$ cat config.mk
export PLATFORM = sky130hd
export DESIGN_NAME = dkong3_layer_mixer
export DESIGN_NICKNAME = d
export VERILOG_FILES = /design/src/rtl/dkong3_layer_mixer.sv
export SDC_FILE = /design/constraint.sdc
export NUM_CORES = 2
export LEC_CHECK = 0
export ABC_CLOCK_PERIOD_IN_PS = 7300
export BUFFER_PORTS_ARGS = -buffer_cell sky130_fd_sc_hd__buf_2
export CAP_MARGIN = 20
export CORE_MARGIN = 2
export CORE_UTILIZATION = 40
export DETAILED_ROUTE_END_ITERATION = 8
export GPL_ROUTABILITY_DRIVEN = 0
export PLACE_DENSITY = 0.65
export SYNTH_ARGS = -nofsm -noshare
export SYNTH_HDL_FRONTEND = slang
export SYNTH_SLANG_ARGS = --single-unit
$ cat constraint.sdc
create_clock -name I_CLK_24M -period 7.3 [get_ports I_CLK_24M]
set_input_delay 0.365 -clock I_CLK_24M [delete_from_list [all_inputs] [get_ports I_CLK_24M]]
set_output_delay 0.365 -clock I_CLK_24M [all_outputs]
set_load 0.005 [all_outputs]
$ cat src/rtl/dkong3_layer_mixer.sv
// Priority layer mixer: picks the highest-priority opaque layer, looks its colour up in a
// banked palette RAM (3 pixel-strobe pipeline) and counts per-frame layer collisions.
module dkong3_layer_mixer #(
    parameter int NLAYERS = 2,
    parameter int COLW    = 4,
    parameter int PIXW    = 2,
    parameter int BANKW   = 2,
    parameter int OUTW    = 4,
    parameter int CNTW    = 16
) (
    input  logic                             I_CLK_24M,
    input  logic                             I_RESET,
    input  logic                             I_PIX_CE,
    input  logic [NLAYERS*(COLW+PIXW)-1:0]   I_LAYER_D,
    input  logic [NLAYERS-1:0]               I_LAYER_EN,
    input  logic                             I_CMPBLKn,
    input  logic                             I_VBLK,
    input  logic [BANKW-1:0]                 I_CPAL_SEL,
    input  logic                             I_PAL_WE,
    input  logic [BANKW+COLW+PIXW-1:0]       I_PAL_A,
    input  logic [3*OUTW-1:0]                I_PAL_D,
    output logic [OUTW-1:0]                  O_R,
    output logic [OUTW-1:0]                  O_G,
    output logic [OUTW-1:0]                  O_B,
    output logic [2:0]                       O_WIN_LAYER,
    output logic [CNTW-1:0]                  O_COLL_CNT
);

    localparam int LW    = COLW + PIXW;
    localparam int AW    = BANKW + LW;
    localparam int DEPTH = 1 << AW;
    localparam int RGBW  = 3 * OUTW;
    localparam logic [2:0] NO_WIN = 3'd7;

    if (NLAYERS < 2 || NLAYERS > 4) begin : g_bad_nlayers
        $error("dkong3_layer_mixer: NLAYERS must be in 2..4");
    end
    if (COLW < 1 || PIXW < 1 || BANKW < 1 || OUTW < 1 || CNTW < 1) begin : g_bad_width
        $error("dkong3_layer_mixer: COLW, PIXW, BANKW, OUTW and CNTW must be at least 1");
    end

    logic [NLAYERS-1:0] opaque;
    logic [2:0]         n_opaque;
    logic [2:0]         win_idx;
    logic [LW-1:0]      win_sel;
    logic               found;
    logic               collision;

    logic [BANKW-1:0]   bank;
    logic               blk_n_prev;
    logic               vblk_prev;
    logic               vblk_rise;
    logic [CNTW-1:0]    coll_cnt;

    logic [AW-1:0]      s1_idx;
    logic [2:0]         s1_win;
    logic               s1_blk_n;
    logic [RGBW-1:0]    s2_rgb;
    logic [2:0]         s2_win;
    logic               s2_blk_n;

    logic [RGBW-1:0]    pal [DEPTH];

    // Lowest index wins; a transparent or disabled layer never wins.
    always_comb begin
        opaque   = '0;
        n_opaque = '0;
        win_idx  = NO_WIN;
        win_sel  = '0;
        found    = 1'b0;
        for (int unsigned i = 0; i < NLAYERS; i++) begin
            opaque[i] = I_LAYER_EN[i] && (I_LAYER_D[i*LW +: PIXW] != '0);
            if (opaque[i]) begin
                n_opaque = n_opaque + 3'd1;
                if (!found) begin
                    found   = 1'b1;
                    win_idx = 3'(i);
                    win_sel = I_LAYER_D[i*LW +: LW];
                end
            end
        end
    end

    assign collision = I_CMPBLKn && (n_opaque >= 3'd2);
    assign vblk_rise = I_VBLK && !vblk_prev;

    always_ff @(posedge I_CLK_24M) begin
        if (I_RESET) begin
            bank        <= '0;
            blk_n_prev  <= 1'b0;
            vblk_prev   <= 1'b1;
            coll_cnt    <= '0;
            O_COLL_CNT  <= '0;
            s1_idx      <= '0;
            s1_win      <= NO_WIN;
            s1_blk_n    <= 1'b0;
            s2_win      <= NO_WIN;
            s2_blk_n    <= 1'b0;
            O_R         <= '0;
            O_G         <= '0;
            O_B         <= '0;
            O_WIN_LAYER <= NO_WIN;
        end else begin
            vblk_prev <= I_VBLK;
            // A collision coinciding with the frame boundary is dropped, not carried over.
            if (vblk_rise) begin
                O_COLL_CNT <= coll_cnt;
                coll_cnt   <= '0;
            end else if (I_PIX_CE && collision && coll_cnt != '1) begin
                coll_cnt <= coll_cnt + 1'b1;
            end

            if (I_PIX_CE) begin
                blk_n_prev <= I_CMPBLKn;
                if (blk_n_prev && !I_CMPBLKn)
                    bank <= I_CPAL_SEL;

                s1_idx   <= {bank, win_sel};
                s1_win   <= win_idx;
                s1_blk_n <= I_CMPBLKn;

                s2_win   <= s1_win;
                s2_blk_n <= s1_blk_n;

                if (s2_blk_n) begin
                    {O_R, O_G, O_B} <= s2_rgb;
                    O_WIN_LAYER     <= s2_win;
                end else begin
                    O_R         <= '0;
                    O_G         <= '0;
                    O_B         <= '0;
                    O_WIN_LAYER <= NO_WIN;
                end
            end
        end
    end

    // Palette RAM: read-before-write on an address clash; contents survive reset.
    always_ff @(posedge I_CLK_24M) begin
        if (I_PAL_WE && !I_RESET)
            pal[I_PAL_A] <= I_PAL_D;
        if (I_PIX_CE)
            s2_rgb <= pal[s1_idx];
    end

endmodule

* After elaboration in Yosys (flattened, before gate mapping)
Memories as Yosys holds them, arrays and structs flattened. A register that Yosys moved wholly into a read port is not among the register bits.
Index checks and enable logic that the tools add are counted.
** Storage, ports and cells
- Memories kept :: 1
- Register bits after elaboration :: 66
- Output and inout bits :: 31
- Logic and storage cells :: 48
- Input bits :: 42
- RAM bits :: 3072
** Operators by class
- Add/sub/neg operators :: 2
- Multiplexer cells :: 15
- Equal/unequal tests :: 1
- Magnitude comparators :: 1
- Reductions and logical operators :: 15
** Memory list
- pal :: depth 256, width 12, read ports 1, clocked after Yosys merged registers in 1, write ports 1, line 62 : logic [RGBW-1:0] pal [DEPTH];
** Operators with widths (count)
- two-way mux 6 bit :: 3
- adder 16 x 1 -> 16 bit (second input constant) :: 1
- != test 16 bit (second input constant) :: 1
- two-way mux 3 bit :: 5
- two-way mux 4 bit :: 3
- logical AND 1 bit :: 8
- two-way mux 1 bit :: 4
- nonzero test 2 bit :: 2
- adder 3 x 1 -> 3 bit (second input constant) :: 1
- greater-or-equal comparator 3 x 2 -> 1 bit (second input constant) :: 1
- logical NOT 1 bit :: 3
- AND reduction 2 bit :: 1
- OR reduction 2 bit :: 1

* Depth between registers and ports, before layout
- Word-level depth :: 9
- Gate-level depth with buffers :: 12
- Gate-level depth less buffers :: 7

* Least setup slack after synthesis
Ideal clock, no wire load.
- Kind :: input -> register
- Start point :: input I_RESET
- End point :: memory pal[112][0] (netlist name), enable pin
- Cell stages on the path :: 7
- Path slack :: 4.751 ns
- Data arrival time :: 2.169 ns
- Library setup time :: 0.380 ns
- Buffers on the path :: 4
- Data required time :: 6.920 ns
- Cells stage by stage :: clkbuf_1 nor2b_1 clkbuf_1 buf_1 nand3_1 clkbuf_1 nor2_1
** Between the ends
- Longest elaborated chain between the ends :: 4
** Ends and longest elaborated chain
- from (decl) :: line 12 : input logic I_RESET,
- logical NOT 1 bit :: line 140 : if (I_PAL_WE && !I_RESET)
- logical AND 1 bit :: line 140
- two-way mux 1 bit :: line 140
- two-way mux 1 bit (not written as such) :: line 141 : pal[I_PAL_A] <= I_PAL_D;
- to (decl) :: line 62
Every way passes these cells.

==> flow_summary_export.csv <==
group,metric,value,unit
global_routing,grt_remaining_overflow,0,
cts,clockBufferDepth,4,
setup_path,crit_chain,"buf_12 > mux4_1 > a22oi_1 > a21oi_1 > nor4_1 > nor4_1",
floorplanning,ioPinCount,73,
timing,timing.slew.headroom,14.6,%
routing,route.antenna.remaining_nets,0,
routing,1st_pass_router_iterations,6,
routing,drt-vias-per-instance,5.87,
setup_path,cp_slowest_stage_delay,1.03,ns
min_path,holdPathEnd,"pal[74][5]",
yosys,netlist-cell-type-count,64,
floorplanning,core,300000,um2
yosys,synth.largest_area_cell,"edfxtp_1",
cts,cts.reportedPaths.clkPinSlew,0.06,ns
setup_path,number_of_cell_instances_on_the_worst_register_to_register_path,6,
cts,cts_bufs_inserted,332,
setup_path,timing.critical_path.max_delay_family,"simple AND/OR/NAND/NOR gates",
timing,period_share,60.6,%
timing,tns,0,ns
yosys,post_synth.cell_area_avg,21.3,um2
routing,wl_per_cell,29.3,um
power_and_ir_drop,power_per_cell_area,276,nW/um2
yosys,post_synthesis_instance_total,5664,
global_routing,grt_util_met3,4.23,%
yosys,postSynth.topFlopCell,"edfxtp_1",
setup_path,cell_with_the_largest_stage_delay_on_the_worst_path,"nor4_1",
finish,finalNetCount,6160,
setup_path,reg2reg_slack,2.88,ns
setup_path,critPathCaptureType,"flop",
global_routing,grt_util_met2,30.5,%
setup_path,critical-path-top-cell-by-count,"nor4_1",
setup_path,critPathBufInv,1,
timing,fin_crit,4.42,ns
timing,whs,0.0672,ns
setup_path,worst_r2r_endpoint,"s2_rgb[0]",
floorplanning,die_width,553,um
yosys,postSynthNetCount,5707,
yosys,synth_commonest_cells,"3084 x edfxtp_1, 658 x mux4_2, 329 x nor2_1",
setup_path,cp-start-kind,"flop",
placed_design,dpl.hpwl,178000,um
cts,post_cts_hold_buffer_count,36,
timing,fin_skew,0.0566,ns
timing,timing.final.hold_violations,0,
yosys,synth.top_cells.by_area,"edfxtp_1 77%, mux4_2 12%, a22oi_1 1.7%",
cts,clock_latency,0.96,ns
setup_path,cp.arrival,5.03,ns
flow_run,timing.max_cap.violations,0,
setup_path,worst-endpoint-required,7.90,ns
yosys,synth.top_cell.area_share,76.7,%
yosys,number_of_storage_elements_in_the_synthesis_netlist,3147,
global_routing,grt_pass1_wl,433000,um
floorplanning,fp-row-count,201,
setup_path,worstPathMaxFanout,87,
setup_path,worst_r2r_startpoint,"s1_idx[0]",
cts,cts_resized,0,
routing,vias_after_detailed_routing,60500,
timing,grt_setup_unrepaired,"false",
cts,clock_sinks,3147,
yosys,synthMostInstantiatedCell,"edfxtp_1",
floorplanning,overall_die_height,553,um
min_path,hold_path_depth,1,
timing,setup_viol,0,
global_routing,grt_pass1_vias,59800,
yosys,synth_async_sr_flop_share,0,%
routing,route.final.wire_length,302000,um
finish,finish.utilization,46.1,%
cts,clockRootBuffer,"clkbuf_16",
power_and_ir_drop,power.static_leakage,0.0422,uW
yosys,seq_area_frac_synth,77.8,%
floorplanning,initial_core_utilization,40.2,%
setup_path,category_of_the_most_critical_setup_path,"flop to flop",
global_routing,groute.usage.overall,19.3,%
floorplanning,design.die.area,306000,um2
cts,htree_levels,5,
global_routing,globalRouteMet1Util,27.2,%
yosys,synthesis.yosys.warnings,0,
timing,timing_worst_slew_pin_value,1.27,ns
status,outcome,"finished clean",
timing,number_of_max_slew_violations_in_the_final_report,0,
cts,number_of_setup_buffers_added_after_cts,0,
finish,areaGrowthSynthToFinish,14.5,%
global_routing,largest_net_degree_at_the_start_of_global_routing,177,
power_and_ir_drop,power.ir.vdd_worst,0.000185,V
min_path,timing.hold.worst.class,"input port to flop",
timing,fmax,226,MHz
routing,initialDrtViolationCount,8763,
global_routing,grt.busiest_layer,"met2",
finish,layout.filler_cells,24400,
cts,cts_tree,"yes",
routing,remaining_drc_errors,0,
placed_design,io_buffers,72,
global_routing,antenna_violations_before_repair,25,
finish,drive_gt1_share,25.3,%
min_path,hold_path_startpoint,"I_PAL_D[5]",
yosys,synth_area,121000,um2
yosys,number_of_enable_type_register_cells_in_the_synthesized_netlist,3084,
==> state kept, by name, summed over array words and instances, names as in the netlist <==
name and cells:
bank 2, s1_blk_n 1, O_COLL_CNT 16, s1_idx 8, coll_cnt 16, s2_rgb 12
vblk_prev 1, pal 3072, s1_win 2, O_R 4, O_WIN_LAYER 2, s2_blk_n 1
O_G 4, s2_win 2, O_B 4
==> how the worst max path moves through the flow <==
stage | startpoint | end | cells past startpoint
2_1_floorplan | I_RESET | pal[112][0] | 7
3_3_place_gp | s1_idx[1] | s2_rgb[8] | 7
3_5_place_dp | s1_idx[0] | s2_rgb[5] | 7
4_1_cts | s1_idx[0] | s2_rgb[0] | 7
5_1_grt | s1_idx[0] | s2_rgb[9] | 7
6_report | s1_idx[0] | s2_rgb[0] | 6
==> power by group <==
part	leakage [uW]	switching (uW)	internal [uW]
Combinational	0.00890	1210	668
Sequential	0.0282	56.0	19900
Clock	0.00509	6690	9620
==> metal layers <==
| layer | vias up | share of wire [%] |
|---|---|---|
| li1 | 24800 | - |
| met1 | 32200 | 40 |
| met2 | 3047 | 48 |
| met3 | 472 | 9.5 |
| met4 | 12 | 2.5 |
| met5 | - | 0.078 |
==> stage by stage <==
step	instance area, um2	std cells	setup WS [ns]	total power [uW]
global placement	126000	9592	2.67	22100
detailed placement	127000	9674	2.88	22200
finish	138000	10300	2.88	38100
CTS	138000	10300	2.90	38300
global route	138000	10300	2.81	39100
floorplan	121000	5664	4.75	21400
==> cell type report <==
class	count	area [um2]	area share, %
multi-input cells	2157	24800	18.0
clock buffers	400	8710	6.30
diodes	8	20.0	0.0145
flip-flops and latches	3147	93900	67.9
repair buffers	474	4100	2.97
well taps	3958	4950	3.58
inverters	5	18.8	0.0136
clock inverters	166	1670	1.21
==> layout by cell type (no fill, tap or decap), types with 41 or more instances in the layout <==
cell type	n
a21oi_1	193
a22oi_1	280
buf_2	65
buf_4	275
buf_6	61
clkbuf_1	59
clkbuf_16	337
clkinv_1	67
clkinv_2	51
dfxtp_1	59
edfxtp_1	3084
mux2i_1	148
mux4_2	658
nand2_1	84
nor2_1	315
nor4_1	41
o221ai_1	46
==> cell families (layout without fill, tap and decap cells) <==
group           count (synthesis)  count (layout)  share of synthesized area, %
mux                           847             847                          14.2
other cells                     0               8                             0
flops                        3147            3147                          77.8
fa+ha+maj                       1               1                        0.0104
compound gates                682             682                          3.91
xor+xnor                       14              14                         0.102
buf+inv                       360            1045                          1.75
simple gates                  613             613                          2.29
(Power assumes the default switching activity.)
